--- config.mk ---
export PLATFORM = sky130hd
export DESIGN_NAME = warp_dispatch_arbiter
export DESIGN_NICKNAME = d
export VERILOG_FILES = /design/src/rtl/warp_dispatch_arbiter_pkg.sv /design/src/rtl/warp_dispatch_arbiter_rr_pick.sv /design/src/rtl/warp_dispatch_arbiter.sv
export SDC_FILE = /design/constraint.sdc
export NUM_CORES = 1
export LEC_CHECK = 0
export CAP_MARGIN = 10
export CORE_UTILIZATION = 50
export DETAILED_ROUTE_END_ITERATION = 10
export GPL_ROUTABILITY_DRIVEN = 0
export PLACE_DENSITY = 0.75
export SKIP_CTS_REPAIR_TIMING = 1
export SLEW_MARGIN = 20
export SYNTH_ARGS = -nofsm -noshare
export SYNTH_HDL_FRONTEND = slang
export SYNTH_HIERARCHICAL = 1
export SYNTH_SLANG_ARGS = --single-unit
--- constraint.sdc ---
create_clock -name clk -period 2.95 [get_ports clk]
set_clock_uncertainty 0.15 [all_clocks]
set_input_delay 0.7375 -clock clk [delete_from_list [all_inputs] [get_ports clk]]
set_output_delay 0.7375 -clock clk [all_outputs]
set_load 0.005 [all_outputs]
--- src/rtl/warp_dispatch_arbiter_pkg.sv ---
// warp_dispatch_arbiter_pkg: shared kernel descriptor, core state and dispatch constants.
package warp_dispatch_arbiter_pkg;
  localparam int LOG2_THREAD_COUNT = 3;
  localparam int DISPATCH_FIFO_DEPTH = 4;
  localparam logic [3:0] NO_WARP = 4'hF;
  typedef struct packed {
    logic [3:0] warp_id;
    logic [LOG2_THREAD_COUNT-1:0] num_threads;
    logic [31:0] pc;
  } kernel_t;
  typedef enum logic [1:0] {IDLE, RUNNING, DONE_PEND} core_state_t;
endpackage

--- src/rtl/warp_dispatch_arbiter_rr_pick.sv ---
// rr_pick: first set bit of mask at or after start, wrapping, as one-hot grant plus index.
module rr_pick #(
  parameter int N = 4,
  parameter int W = (N > 1) ? $clog2(N) : 1
) (
  input  logic [N-1:0] mask,
  input  logic [W-1:0] start,
  output logic [N-1:0] grant,
  output logic [W-1:0] idx,
  output logic         any
);
  logic [W-1:0] pos [N];
  genvar g;
  for (g = 0; g < N; g++) begin : g_pos
    assign pos[g] = W'((int'(start) + g) % N);
  end
  // Scan from the farthest offset down so the nearest set bit wins.
  always_comb begin
    idx = '0;
    for (int i = N - 1; i >= 0; i--) if (mask[pos[i]]) idx = pos[i];
    any = |mask;
    grant = any ? N'(1) << idx : '0;
  end
endmodule

--- src/rtl/warp_dispatch_arbiter.sv ---
// warp_dispatch_arbiter: buffers kernels, issues them round-robin to idle cores and reports retired warps.
module warp_dispatch_arbiter
  import warp_dispatch_arbiter_pkg::*;
#(
  parameter int NUM_SIMD_CORES = 4,
  parameter int FIFO_DEPTH = DISPATCH_FIFO_DEPTH
) (
  input  logic                      clk,
  input  logic                      rst,
  input  logic                      valid_kernel,
  input  kernel_t                   kernel_in,
  input  logic [NUM_SIMD_CORES-1:0] core_done,
  output logic                      kernel_ready,
  output logic [NUM_SIMD_CORES-1:0] core_issue,
  output kernel_t                   core_kernel,
  output logic [3:0]                finished_warp_id,
  output logic [NUM_SIMD_CORES-1:0] busy_mask,
  output logic                      err
);
  localparam int CW = (NUM_SIMD_CORES > 1) ? $clog2(NUM_SIMD_CORES) : 1;
  localparam int PW = $clog2(FIFO_DEPTH);
  localparam int NW = PW + 1;
  kernel_t mem [FIFO_DEPTH];
  logic [PW-1:0] head, tail;
  logic [NW-1:0] count;
  core_state_t state [NUM_SIMD_CORES];
  core_state_t state_nx [NUM_SIMD_CORES];
  logic [3:0] wid [NUM_SIMD_CORES];
  logic [CW-1:0] issue_rr, rpt_rr, issue_k, rpt_k;
  logic [NUM_SIMD_CORES-1:0] idle_mask, pend_mask, issue_grant, rpt_grant;
  logic issue_any, rpt_any, push, pop, err_nx;
  genvar g;
  for (g = 0; g < NUM_SIMD_CORES; g++) begin : g_mask
    assign idle_mask[g] = state[g] == IDLE;
    assign pend_mask[g] = state[g] == DONE_PEND;
    assign busy_mask[g] = state[g] != IDLE;
  end
  assign kernel_ready = count != NW'(FIFO_DEPTH);
  assign push = valid_kernel && kernel_ready && kernel_in.warp_id != NO_WARP;
  assign pop = count != '0 && issue_any;
  rr_pick #(.N(NUM_SIMD_CORES), .W(CW)) u_issue_pick (
    .mask(idle_mask), .start(issue_rr), .grant(issue_grant), .idx(issue_k), .any(issue_any)
  );
  rr_pick #(.N(NUM_SIMD_CORES), .W(CW)) u_rpt_pick (
    .mask(pend_mask), .start(rpt_rr), .grant(rpt_grant), .idx(rpt_k), .any(rpt_any)
  );
  // A done pulse on a core that is not running is a protocol error, including a core being issued this cycle.
  always_comb begin
    state_nx = state;
    err_nx = err | (valid_kernel && (!kernel_ready || kernel_in.warp_id == NO_WARP));
    for (int i = 0; i < NUM_SIMD_CORES; i++) begin
      if (pop && issue_grant[i]) state_nx[i] = RUNNING;
      if (core_done[i]) begin
        if (state[i] == RUNNING) state_nx[i] = DONE_PEND;
        else err_nx = 1'b1;
      end
      if (rpt_grant[i]) state_nx[i] = IDLE;
    end
  end
  always_ff @(posedge clk) if (push) mem[tail] <= kernel_in;
  always_ff @(posedge clk or negedge rst) begin
    if (!rst) begin
      head <= '0;
      tail <= '0;
      count <= '0;
      issue_rr <= '0;
      rpt_rr <= '0;
      core_issue <= '0;
      core_kernel <= '0;
      finished_warp_id <= NO_WARP;
      err <= 1'b0;
      for (int i = 0; i < NUM_SIMD_CORES; i++) begin
        state[i] <= IDLE;
        wid[i] <= '0;
      end
    end else begin
      state <= state_nx;
      err <= err_nx;
      count <= count + NW'(push) - NW'(pop);
      if (push) tail <= tail + 1'b1;
      if (pop) begin
        head <= head + 1'b1;
        core_kernel <= mem[head];
        issue_rr <= (issue_k == CW'(NUM_SIMD_CORES - 1)) ? '0 : issue_k + 1'b1;
      end
      core_issue <= pop ? issue_grant : '0;
      if (rpt_any) rpt_rr <= (rpt_k == CW'(NUM_SIMD_CORES - 1)) ? '0 : rpt_k + 1'b1;
      finished_warp_id <= rpt_any ? wid[rpt_k] : NO_WARP;
      for (int i = 0; i < NUM_SIMD_CORES; i++) if (pop && issue_grant[i]) wid[i] <= mem[head].warp_id;
    end
  end
endmodule

======== Word level (Yosys, flattened, before mapping) ========
Memories as Yosys holds them, arrays and structs flattened.
Index checks and enable logic that the tools add are counted.
word-level totals
  input bits .............................. 46
  memories kept ........................... 1
  RAM bits ................................ 156
  register bits ........................... 83
  output and inout bits ................... 53
memory list
  memory  depth  width  read ports  clocked after memory_dff  write ports  RTL line                     source
  mem     4      39     1           0                         1            warp_dispatch_arbiter.sv:23  kernel_t mem [FIFO_DEPTH];
operators by class
  add/sub/neg operators ................... 12
  bitwise logic cells ..................... 2
  mux-type cells .......................... 59
  order comparisons ....................... 9
  shifts and indexed selects .............. 2
  equality and inequality tests ........... 13
  reductions and logical operators ........ 21
operator list
  cell                   number
  $mux W2                26
  $lt A2 B3 Y1 const B   8
  $mux W4                6
  $mux W1                18
  $bmux W1 S2            8
  $add A2 B1 Y2 const B  6
  $eq A2 B2 Y1 const B   6
  $add A2 B2 Y2 const B  4
  $bmux W4 S2            1
  $eq A2 B1 Y1 const B   4
  $logic_and A1 B1 Y1    8
  $logic_not A2 Y1       4
  $reduce_bool A2 Y1     4
  $reduce_or A4 Y1       2
  $shl A1 B2 Y4 const A  2
  $eq A4 B4 Y1 const B   1
  $ne A4 B4 Y1 const B   1
  $add A3 B1 Y3          1
  $ge A3 B3 Y1 const B   1
  $ne A3 B3 Y1 const B   1
  $not A2 Y3             1
  $reduce_bool A3 Y1     1
  $sub A3 B1 Y3          1
  $logic_not A1 Y1       1
  other kinds (2)        2

======== Logic depth before layout (Yosys ltp) ========
Gate-level depths: netlist of run 1.
  depth after elaboration ................. 14
  depth in mapped cells ................... 12
  gate-level depth less buffers ........... 11

======== Cells and area by module ========
Netlist of run 1, hierarchy kept.
modules (own cells, without submodules)
  module                 cells an instance  area each (um^2)  times used
  warp_dispatch_arbiter  527                9,097.5           1
  rr_pick                29                 196.4             2

======== Worst setup path before layout of run 1 ========
No wires, ideal clock.
  path type ............................... register to register
  start point ............................. register state[0] in the netlist's numbering
  end point ............................... register count[1]
  setup time .............................. 135 ps
  stages on the path, launching flop included .. 12
  required time ........................... 2,665 ps
  arrival time ............................ 2,496 ps
  clock period less this slack ............ 2,781 ps
  setup slack ............................. 169 ps
  cells stage by stage .................... dfrtp_1 > or2_2 > inv_1 > nor2_1 > nand2_1 > o31ai_4 > inv_2 > clkbuf_1 > ha_1 > inv_1 > ha_1 > fa_1
on the way
  cells in the longest elaborated chain, start to end .. 4
ends and longest elaborated chain
  item                    RTL line                             source
  from (decl)             warp_dispatch_arbiter.sv:26          core_state_t state [NUM_SIMD_CORES];
  from (signal assigned)  warp_dispatch_arbiter.sv:77          state <= state_nx;
  $logic_not A2 Y1        warp_dispatch_arbiter.sv:34          assign idle_mask[g] = state[g] == IDLE;
  via idle_mask[3]        warp_dispatch_arbiter.sv:30          logic [NUM_SIMD_CORES-1:0] idle_mask, pend_mask, issue_grant, rpt_grant;
  $reduce_or A4 Y1        warp_dispatch_arbiter_rr_pick.sv:21  any = |mask;
  via issue_any           warp_dispatch_arbiter.sv:31          logic issue_any, rpt_any, push, pop, err_nx;
  $logic_and A1 B1 Y1     warp_dispatch_arbiter.sv:40          assign pop = count != '0 && issue_any;
  via pop                 warp_dispatch_arbiter.sv:31
  $sub A3 B1 Y3           warp_dispatch_arbiter.sv:79          count <= count + NW'(push) - NW'(pop);
  to (signal assigned)    warp_dispatch_arbiter.sv:79
  to (decl)               warp_dispatch_arbiter.sv:25          logic [NW-1:0] count;
The timed path passes the listed nets, and every way through them passes these cells.
A chain may end at the register's enable or synchronous reset.

======== Final worst setup path of run 1 ========
  start point ............................. register count[1]
  end point ............................... output kernel_ready
on the way
  cells in the longest elaborated chain, start to end .. 1
ends and longest elaborated chain
  item          RTL line                     source
  $ne A3 B3 Y1  warp_dispatch_arbiter.sv:38  assign kernel_ready = count != NW'(FIFO_DEPTH);
  to (decl)     warp_dispatch_arbiter.sv:13  output logic kernel_ready,
No other way between the ends.

==> Implementation_results.wiki, run 1 <==
{| class="wikitable"
! Metric !! Value
|-
| Type of origin of the critical path || flop
|-
| Net count of the mapped netlist || 640
|-
| Initial antenna violation count || 0
|-
| Number of filler instances in the final layout || 1325
|-
| TritonCTS clock tree || yes
|-
| RSZ-0062 raised after global routing || no
|-
| Part of the power in combinational logic || 30.8%
|-
| Mapped Cells || 585
|-
| CP peak stage delay || 490 ps
|-
| Synth Area per Inst || 16.2 sq um
|-
| Max Freq || 352 MHz
|-
| Minimum clock period || 2840 ps
|-
| DP Wirelength || 11800 microns
|-
| Data required time of the critical path || 2060 ps
|-
| Ys flop type || edfxtp_1
|-
| Largest fanout on the critical path || 8
|-
| DRC violations left || 0
|-
| Detailed-route vias per instance || 5.51
|-
| Proportion of synthesized chip area in sequential cells || a little under three quarters
|-
| Pin count of the biggest net entering global routing || between 50 and 60
|-
| CTS Buf Count || 25
|-
| Syn-to-layout area delta || 22.4%
|-
| Total core area || 0.0186 sq mm
|-
| Starting Density || 50.9%
|-
| Global-route wire length before repair || 29600 microns
|-
| Clock Pin Slew Worst Setup and Hold Paths || 60 ps
|-
| Share of flip-flops with an asynchronous set or reset after synthesis || around a third
|-
| Family with the most delay on the worst path || flip-flops
|-
| Number of DRC markers after the initial detailed-route iteration || 404
|-
| Post-synthesis sequential element count || between 200 and 250
|-
| Final-report max-slew violation count || 0
|-
| Most frequent cells in the layout || edfxtp_1 (156), nand2_1 (130), clkdlybuf4s50_1 (97), dfrtp_1 (77), mux4_2 (43)
|-
| Kind of path behind the tightest hold check || input pin to asynchronous set/reset pin
|-
| Total Negative Setup Slacks || 0 ps
|-
| H-tree Lvls || 1
|-
| CTS Root Cell || clkbuf_16
|-
| Portion of the clock cycle consumed by the worst path in the final layout || ~96%
|-
| Part of the total power dissipated in the clock network || 26.7%
|-
| Vias after detailed routing || 5264
|-
| Crit-path slowest cell || dfrtp_1
|-
| Final core utilization || 62.3%
|-
| Post-DR wirelength/cell || 19.4 microns
|-
| Final antenna-violating net count || 0
|-
| Tightest Pin Transition || 1080 ps
|-
| Std-Cell Rows || 50
|-
| Total Routed Length || 18500 microns
|-
| Number of placed cells counting well taps || 909
|-
| Number of hold-slack violations in the final timing report || 0
|-
| Clock Latency Late Sink || about 510 ps
|-
| Number of global-route vias before repair || between 5000 and 6000
|-
| Outcome || complete, no violations
|-
| Main area contributors after synthesis || edfxtp_1 (49%), dfrtp_1 (21%), mux4_2 (10%)
|-
| Cell-by-cell listing of the critical path || or3b_1, clkdlybuf4s50_1
|-
| Relative contribution of sequential cells to total power || roughly 43%
|-
| Gr ovfl total || 0
|-
| Pwr Density || just over 1000 mW/mm^2
|-
| Register-to-register setup slack || 360 ps
|-
| Total leakage power || around 4.5 nW
|-
| Final non-filler cell total || about 960
|-
| Nets@finish || between 700 and 800
|-
| Count of different cell masters after synthesis || 45
|-
| Area leader, netlist || edfxtp_1
|-
| Headroom to the max-slew limit || 26.6%
|-
| Crit path kind || flop to output pin
|-
| Width of the chip || 140 microns
|-
| Top Ports || 99
|-
| Full die area || 0.0195 sq mm
|-
| Total inserted antenna cells || 0
|-
| Chip Height || 140 microns
|-
| Number of enable-type register cells in the synthesized netlist || 156
|-
| Number of setup violations in the final report || 0
|-
| Number of clock sinks seen by CTS || around 240
|-
| Kind of capture point of the worst setup path || output pin
|-
| All-Layer GR Usage || between 10% and 20%
|-
| NetSw || 3.55 mW
|-
| Cell Int Power || ~8.2 mW
|-
| Top-area cell type share of the netlist area || 49.4%
|-
| Data arrival time at the worst-slack endpoint || 1950 ps
|-
| Yosys warning total || 6
|-
| CP bufs+invs || 1
|-
| Share of cells above drive strength 1 || 19.8%
|-
| Sw Share || 30.3%
|-
| Iteration count of the initial detailed-routing pass || 5
|-
| Synthesized area || between 0.009 and 0.01 sq mm
|-
| Final total power || 11.7 mW
|-
| Number of max-cap violations || 0
|-
| Worst IR drop on VDD || ~720 uV
|-
| Port bufs || 98
|-
| Most frequent standard cell in the layout excluding fill and tap cells || edfxtp_1
|-
| Buffer levels on the longest clock path || 3
|}
-- cell type report --
type                    count  area, sq um  area share [%]
multi-input cells         301         2520            21.7
clock buffers              33          686            5.90
inverters                  20         75.1           0.646
well taps                 234          293            2.52
flip-flops and latches    239         6770            58.3
repair buffers            115         1130            9.74
clock inverters            13          141            1.22
-- Yosys cell counts, drive strengths merged (3+ instances only) --
cell type / instances
or2: 4
buf: 16
mux2: 19
nand2b: 10
nor2b: 8
o21ai: 4
xnor2: 4
nor2: 11
nand2: 130
clkbuf: 9
ha: 8
edfxtp: 156
dfrtp: 79
o311ai: 4
dfstp: 4
mux4: 43
inv: 20
nor3b: 5
and3: 3
and2: 4
nand3b: 5
a21oi: 14
-- through the flow --
step,hold WS (ps),setup slack [ps],area (sq um)
5_1_grt,183,31.8,11600
6_report,123,110,11600
3_5_place_dp,312,56.3,10800
2_1_floorplan,292,169,9490
4_1_cts,145,93.4,11600
3_3_place_gp,309,101,10800
-- power by group through the flow --
| stage | clock [mW] | sequential [mW] | combinational (mW) |
|---|---|---|---|
| finish | 3.12 | 4.98 | 3.61 |
| global placement | 0 | 4.97 | 3.51 |
| detailed placement | 0 | 5.03 | 3.66 |
| CTS | 3.18 | 4.98 | 3.69 |
| floorplan | 0 | 4.83 | 2.39 |
| global route | 3.31 | 5.08 | 3.97 |
-- flip-flops by register name, indices dropped and copies added, names as in the netlist --
name and count:
mem 156, core_kernel 39, wid 16, state 8, core_issue 4, finished_warp_id 4, count 3, head 2
issue_rr 2, rpt_rr 2, tail 2, err 1
-- layer usage --
metal	GRT usage, %	share of wire [%]	vias to the layer above
li1	-	-	2378
met3	3.41	5.3	34
met5	0	0	-
met1	25.4	42	2676
met2	34.2	51	176
met4	5.15	2.2	0
-- worst paths after layout --
check | to | depth (start not counted) | from
max | kernel_ready | 2 | count[1]
min reg2reg | core_kernel[30] | 2 | core_kernel[30]
max reg2reg | count[1] | 10 | state[0]
max in group asynchronous | head[1] | 2 | rst
min | core_kernel[37] | 1 | rst
min in group clk | core_kernel[30] | 2 | core_kernel[30]
-- cell families after synthesis --
| group | synth area share, % |
|---|---|
| xor gates and xnor gates | 0.461 |
| and+or+nand+nor | 8.60 |
| buffers and inverters | 2.39 |
| AOI/OAI and AO/OA | 3.49 |
| muxes | 12.5 |
| DFF | 71.3 |
| adders and majority gates | 1.27 |
No activity file was read; power rests on OpenSTA's default activity.
==> inputs of run 2 (changes only) <==
--- a/config.mk
+++ b/config.mk
@@ -6,6 +6,7 @@
 export NUM_CORES = 1
 export LEC_CHECK = 0
 export CAP_MARGIN = 10
+export CORE_MARGIN = 3
 export CORE_UTILIZATION = 50
 export DETAILED_ROUTE_END_ITERATION = 10
 export GPL_ROUTABILITY_DRIVEN = 0
==> Implementation_results.wiki, run 2 (synthesis gave the netlist of run 1 again) <==
{| class="wikitable"
! Metric !! Value
|-
| Headroom to the max-slew limit || 31.0% (was 26.6%)
|-
| Starting Density || 51.8% (was 50.9%)
|-
| Nets@finish || 756 (was 757)
|-
| Clock Latency Late Sink || 510 ps (about the same)
|-
| Part of the total power dissipated in the clock network || 24.5% (was 26.7%)
|-
| Std-Cell Rows || 49 (was 50)
|-
| Number of clock sinks seen by CTS || 239 (unchanged)
|-
| Global-route wire length before repair || 29900 microns (was 29600 microns)
|-
| CTS Buf Count || 24 (was 25)
|-
| Total core area || 0.0183 sq mm (was 0.0186 sq mm)
|-
| RSZ-0062 raised after global routing || no (unchanged)
|-
| Width of the chip || 144 microns (was 140 microns)
|-
| Total cell area at the placement stage || 0.0108 sq mm (about the same)
|-
| Data arrival time at the worst-slack endpoint || 1990 ps (was 1950 ps)
|-
| DRC violations left || 0 (unchanged)
|-
| Data required time of the critical path || 2060 ps (about the same)
|-
| Kind of path behind the tightest hold check || input pin to asynchronous set/reset pin (unchanged)
|-
| Pin count of the biggest net entering global routing || 46 (was 52)
|-
| Pwr Density || 988 mW/mm^2 (was 1010 mW/mm^2)
|-
| Syn-to-layout area delta || 21.4% (was 22.4%)
|-
| Final-report max-slew violation count || 0 (unchanged)
|-
| Kind of capture point of the worst setup path || output pin (unchanged)
|-
| Most frequent cells in the layout || edfxtp_1 (156), nand2_1 (130), clkdlybuf4s50_1 (97), dfrtp_1 (77), mux4_2 (43) (unchanged)
|-
| Gr ovfl total || 0 (unchanged)
|-
| Clock Pin Slew Worst Setup and Hold Paths || 60 ps (about the same)
|-
| Initial antenna violation count || 1 (was 0)
|-
| Number of global-route vias before repair || 5615 (was 5621)
|-
| Largest fanout on the critical path || 7 (was 8)
|-
| Minimum clock period || 2880 ps (was 2840 ps)
|-
| Worst IR drop on VDD || 576 uV (was 720 uV)
|-
| Area of the multi-input gates || 0.00252 sq mm (about the same)
|-
| Buffer levels on the longest clock path || 3 (unchanged)
|-
| All-Layer GR Usage || 18.4% (was 19.6%)
|-
| CTS Root Cell || clkbuf_16 (unchanged)
|-
| Max Freq || 348 MHz (was 352 MHz)
|-
| Most frequent standard cell in the layout excluding fill and tap cells || edfxtp_1 (unchanged)
|-
| Total Negative Setup Slacks || 0 ps (unchanged)
|-
| Vias after detailed routing || 5228 (was 5264)
|-
| Most flop-heavy register || mem (unchanged)
|-
| Cell-by-cell listing of the critical path || or3b_1, clkdlybuf4s50_1 (unchanged)
|-
| Portion of the clock cycle consumed by the worst path in the final layout || 97.5% (was 96.3%)
|-
| CP bufs+invs || 1 (unchanged)
|-
| Crit-path slowest cell || dfrtp_1 (unchanged)
|-
| Crit path kind || flop to output pin (unchanged)
|-
| Iteration count of the initial detailed-routing pass || 5 (unchanged)
|-
| Number of setup violations in the final report || 0 (unchanged)
|-
| Total leakage power || 4.43 nW (was 4.49 nW)
|-
| Family with the most delay on the worst path || flip-flops (unchanged)
|-
| Largest registers || mem: 156 flops, core_kernel: 39 flops, wid: 16 flops (unchanged)
|-
| Total Routed Length || 18500 microns (about the same)
|-
| Cell Int Power || 7.89 mW (was 8.17 mW)
|-
| Tightest Pin Transition || 1020 ps (was 1080 ps)
|-
| Sw Share || 30.7% (was 30.3%)
|-
| Number of hold-slack violations in the final timing report || 0 (unchanged)
|-
| Detailed-route vias per instance || 5.51 (about the same)
|-
| Cell area after layout || 0.0115 sq mm (was 0.0116 sq mm)
|-
| DP Wirelength || 12200 microns (was 11800 microns)
|-
| NetSw || 3.50 mW (was 3.55 mW)
|-
| Top Ports || 99 (unchanged)
|-
| Chip Height || 144 microns (was 140 microns)
|-
| Relative contribution of sequential cells to total power || 44.0% (was 42.5%)
|-
| Worst-case setup slack after placement || 33.6 ps (was 56.3 ps)
|-
| H-tree Lvls || 1 (unchanged)
|-
| CP peak stage delay || 530 ps (was 490 ps)
|-
| Share of cells above drive strength 1 || 19.2% (was 19.8%)
|-
| Combined flip-flop and latch cell area || 0.00677 sq mm (unchanged)
|-
| Final antenna-violating net count || 0 (unchanged)
|-
| Port bufs || 98 (unchanged)
|-
| Outcome || complete, no violations (unchanged)
|-
| Post-DR wirelength/cell || 19.5 microns (was 19.4 microns)
|-
| Number of filler instances in the final layout || 1317 (was 1325)
|-
| Number of max-cap violations || 0 (unchanged)
|-
| Largest register FFs || 156 (unchanged)
|-
| Part of the power in combinational logic || 31.6% (was 30.8%)
|-
| Post-route setup slack || 74.7 ps (was 110 ps)
|-
| TritonCTS clock tree || yes (unchanged)
|-
| Total inserted antenna cells || 0 (unchanged)
|-
| Number of DRC markers after the initial detailed-route iteration || 474 (was 404)
|-
| Type of origin of the critical path || flop (unchanged)
|-
| Full die area || 0.0207 sq mm (was 0.0195 sq mm)
|}
[run 2: layout make-up]
class	count	share of cell area, %
flip-flops and latches	239	58.7
multi-input cells	301	21.9
repair buffers	115	9.93
clock buffers	34	5.54
well taps	229	2.49
clock inverters	10	0.738
inverters	20	0.652
[run 2: worst reg2reg max path: cells and delay by family, from the launching register on]
family	cells	cell delay, ps
flip-flops	1	410
AO/OA/AOI/OAI	1	130
AND/OR/NAND/NOR	3	670
adder cells (fa/ha/maj)	3	770
buffers and inverters	3	310
[run 2: stage by stage]
| step | std cells | util (%) | power [mW] | hold slack (ps) |
|---|---|---|---|---|
| finish | 948 | 62.9 | 11.4 | 93.2 |
| global route | 948 | 62.9 | 12.1 | 125 |
| CTS | 948 | 62.8 | 11.5 | 99.9 |
| detailed placement | 904 | 58.8 | 8.71 | 311 |
| global placement | 904 | 58.8 | 8.52 | 306 |
| floorplan | 585 | - | 7.22 | 292 |
[run 2: final timing paths]
kind | from | end | slack, ps | depth (start not counted)
worst max register to register | state[5] | count[1] | 370 | 10
min in group clk | core_kernel[32] | core_kernel[32] | 320 | 2
worst min register to register | core_kernel[32] | core_kernel[32] | 320 | 2
max in group asynchronous | rst | head[1] | 1930 | 2
worst min-delay path | rst | core_kernel[31] | 90 | 1
worst max-delay path | count[2] | kernel_ready | 70 | 2
[run 2: power by group through the flow]
stage	combinational [mW]	sequential (mW)	clock, mW
2_1_floorplan	2.39	4.83	0
3_3_place_gp	3.52	5.00	0
3_5_place_dp	3.64	5.07	0
4_1_cts	3.67	5.01	2.86
5_1_grt	3.97	5.11	2.99
6_report	3.59	5.00	2.79
[run 2: metal layers]
| metal | vias up | global-route usage [%] | wire length [microns] |
|---|---|---|---|
| met1 | 2673 | 24.7 | 7650 |
| met5 | - | 0 | 0 |
| li1 | 2380 | - | - |
| met4 | 0 | 3.52 | 295 |
| met3 | 28 | 3.83 | 1070 |
| met2 | 147 | 31.5 | 9450 |
==> inputs of run 3 (changes only) <==
--- a/config.mk
+++ b/config.mk
@@ -5,12 +5,12 @@
 export SDC_FILE = /design/constraint.sdc
 export NUM_CORES = 1
 export LEC_CHECK = 0
-export CAP_MARGIN = 10
 export CORE_MARGIN = 3
 export CORE_UTILIZATION = 50
 export DETAILED_ROUTE_END_ITERATION = 10
 export GPL_ROUTABILITY_DRIVEN = 0
 export PLACE_DENSITY = 0.75
+export SETUP_SLACK_MARGIN = 0.02
 export SKIP_CTS_REPAIR_TIMING = 1
 export SLEW_MARGIN = 20
 export SYNTH_ARGS = -nofsm -noshare
==> Implementation_results.wiki, run 3 (synthesis gave the netlist of run 1 again) <==
{| class="wikitable"
! Metric !! Value
|-
| Data required time of the critical path || 2060 ps (about the same)
|-
| Width of the chip || 144 microns (unchanged)
|-
| Number of clock sinks seen by CTS || 239 (unchanged)
|-
| Vias after detailed routing || 5240 (was 5228)
|-
| Syn-to-layout area delta || 21.4% (about the same)
|-
| Post-DR wirelength/cell || 19.5 microns (about the same)
|-
| CTS Buf Count || 24 (unchanged)
|-
| Nets@finish || 756 (unchanged)
|-
| Family with the most delay on the worst path || buffers and inverters (was flip-flops)
|-
| Portion of the clock cycle consumed by the worst path in the final layout || 97.4% (was 97.5%)
|-
| Cell-by-cell listing of the critical path || or3b_1, clkdlybuf4s50_1 (unchanged)
|-
| Largest registers || mem: 156 flops, core_kernel: 39 flops, wid: 16 flops (unchanged)
|-
| Full die area || 0.0207 sq mm (unchanged)
|-
| Area of the multi-input gates || 0.00252 sq mm (unchanged)
|-
| Std-Cell Rows || 49 (unchanged)
|-
| Number of filler instances in the final layout || 1317 (unchanged)
|-
| Initial antenna violation count || 1 (unchanged)
|-
| Outcome || complete, no violations (unchanged)
|-
| Cell area after layout || 0.0115 sq mm (about the same)
|-
| Total Negative Setup Slacks || 0 ps (unchanged)
|-
| Total leakage power || 4.43 nW (about the same)
|-
| Number of max-cap violations || 0 (unchanged)
|-
| Most frequent cells in the layout || edfxtp_1 (156), nand2_1 (130), clkdlybuf4s50_1 (97), dfrtp_1 (76), mux4_2 (43) (was edfxtp_1 (156), nand2_1 (130), clkdlybuf4s50_1 (97), dfrtp_1 (77), mux4_2 (43))
|-
| Minimum clock period || 2870 ps (was 2880 ps)
|-
| Type of origin of the critical path || flop (unchanged)
|-
| Total cell area at the placement stage || 0.0108 sq mm (unchanged)
|-
| Combined flip-flop and latch cell area || 0.00677 sq mm (about the same)
|-
| Detailed-route vias per instance || 5.53 (was 5.51)
|-
| Crit path kind || flop to output pin (unchanged)
|-
| Gr ovfl total || 0 (unchanged)
|-
| Top Ports || 99 (unchanged)
|-
| Share of cells above drive strength 1 || 19.3% (was 19.2%)
|-
| TritonCTS clock tree || yes (unchanged)
|-
| Number of DRC markers after the initial detailed-route iteration || 473 (was 474)
|-
| Number of hold-slack violations in the final timing report || 0 (unchanged)
|-
| Total core area || 0.0183 sq mm (unchanged)
|-
| Buffer levels on the longest clock path || 3 (unchanged)
|-
| Most frequent standard cell in the layout excluding fill and tap cells || edfxtp_1 (unchanged)
|-
| Total Routed Length || 18500 microns (about the same)
|-
| Final-report max-slew violation count || 0 (unchanged)
|-
| Total inserted antenna cells || 0 (unchanged)
|-
| Most flop-heavy register || mem (unchanged)
|-
| Largest fanout on the critical path || 8 (was 7)
|-
| RSZ-0062 raised after global routing || no (unchanged)
|-
| Max Freq || 348 MHz (about the same)
|-
| Tightest Pin Transition || 1020 ps (about the same)
|-
| Data arrival time at the worst-slack endpoint || 1990 ps (about the same)
|-
| Final total power || 11.4 mW (about the same)
|-
| CTS Root Cell || clkbuf_16 (unchanged)
|-
| Iteration count of the initial detailed-routing pass || 4 (was 5)
|-
| DP Wirelength || 12200 microns (unchanged)
|-
| Headroom to the max-slew limit || 30.9% (was 31.0%)
|-
| Final antenna-violating net count || 0 (unchanged)
|-
| Pin count of the biggest net entering global routing || 46 (unchanged)
|-
| Pwr Density || 988 mW/mm^2 (about the same)
|-
| H-tree Lvls || 1 (unchanged)
|-
| Kind of capture point of the worst setup path || output pin (unchanged)
|-
| Clock Latency Late Sink || 510 ps (about the same)
|-
| Kind of path behind the tightest hold check || input pin to asynchronous set/reset pin (unchanged)
|-
| Chip Height || 144 microns (unchanged)
|-
| Number of setup violations in the final report || 0 (unchanged)
|-
| Worst IR drop on VDD || 576 uV (about the same)
|-
| CP peak stage delay || 510 ps (was 530 ps)
|-
| CP bufs+invs || 1 (unchanged)
|-
| Starting Density || 51.8% (unchanged)
|-
| Crit-path slowest cell || clkdlybuf4s50_1 (was dfrtp_1)
|-
| DRC violations left || 0 (unchanged)
|-
| All-Layer GR Usage || 18.4% (unchanged)
|-
| Clock Pin Slew Worst Setup and Hold Paths || 60 ps (about the same)
|-
| Port bufs || 98 (unchanged)
|-
| Global-route wire length before repair || 29900 microns (unchanged)
|-
| Largest register FFs || 156 (unchanged)
|-
| Number of global-route vias before repair || 5615 (unchanged)
|}
## run 3: cell count changes in the layout (fill, tap and decap cells not counted)
cell	delta
dfrtp_1	-1
dfrtp_2	+1
## run 3: area by class of cell
type,instances,share of cell area (%)
clock buffer,34,5.54
clock inverter,10,0.738
inverter,20,0.651
multi-input combinational,301,21.9
sequential,239,58.8
tap,229,2.49
timing repair buffer,115,9.92
## run 3: path summary, 6_finish.rpt
| kind | start | to | slack (ps) | cells past startpoint |
|---|---|---|---|---|
| worst max-delay path | count[1] | kernel_ready | 80 | 2 |
| worst min-delay path | rst | core_kernel[31] | 90 | 1 |
| worst max register to register | state[5] | count[1] | 370 | 10 |
| worst min register to register | core_kernel[32] | core_kernel[32] | 320 | 2 |
| max in group asynchronous | rst | head[1] | 1930 | 2 |
| min in group clk | core_kernel[32] | core_kernel[32] | 320 | 2 |
## run 3: where the power goes
group          switching, mW  internal (mW)
Combinational           1.79           1.81
Clock                   1.19           1.60
Sequential             0.523           4.48
Total                   3.50           7.89
## run 3: through the flow
stage          hold slack [ps]  setup WS (ps)  util [%]  cells
2_1_floorplan              292            169         -    585
4_1_cts                   99.9           86.8      62.8    948
5_1_grt                    125           24.3      62.9    948
3_3_place_gp               306           78.7      58.8    904
3_5_place_dp               311           33.6      58.8    904
6_report                  93.2           76.5      62.9    948
## run 3: layer usage
metal	part of all wire, %	wire, microns	GRT usage (%)
met1	41	7660	24.7
met2	51	9440	31.5
met3	5.8	1070	3.83
met4	1.6	295	3.52
met5	0	0	0
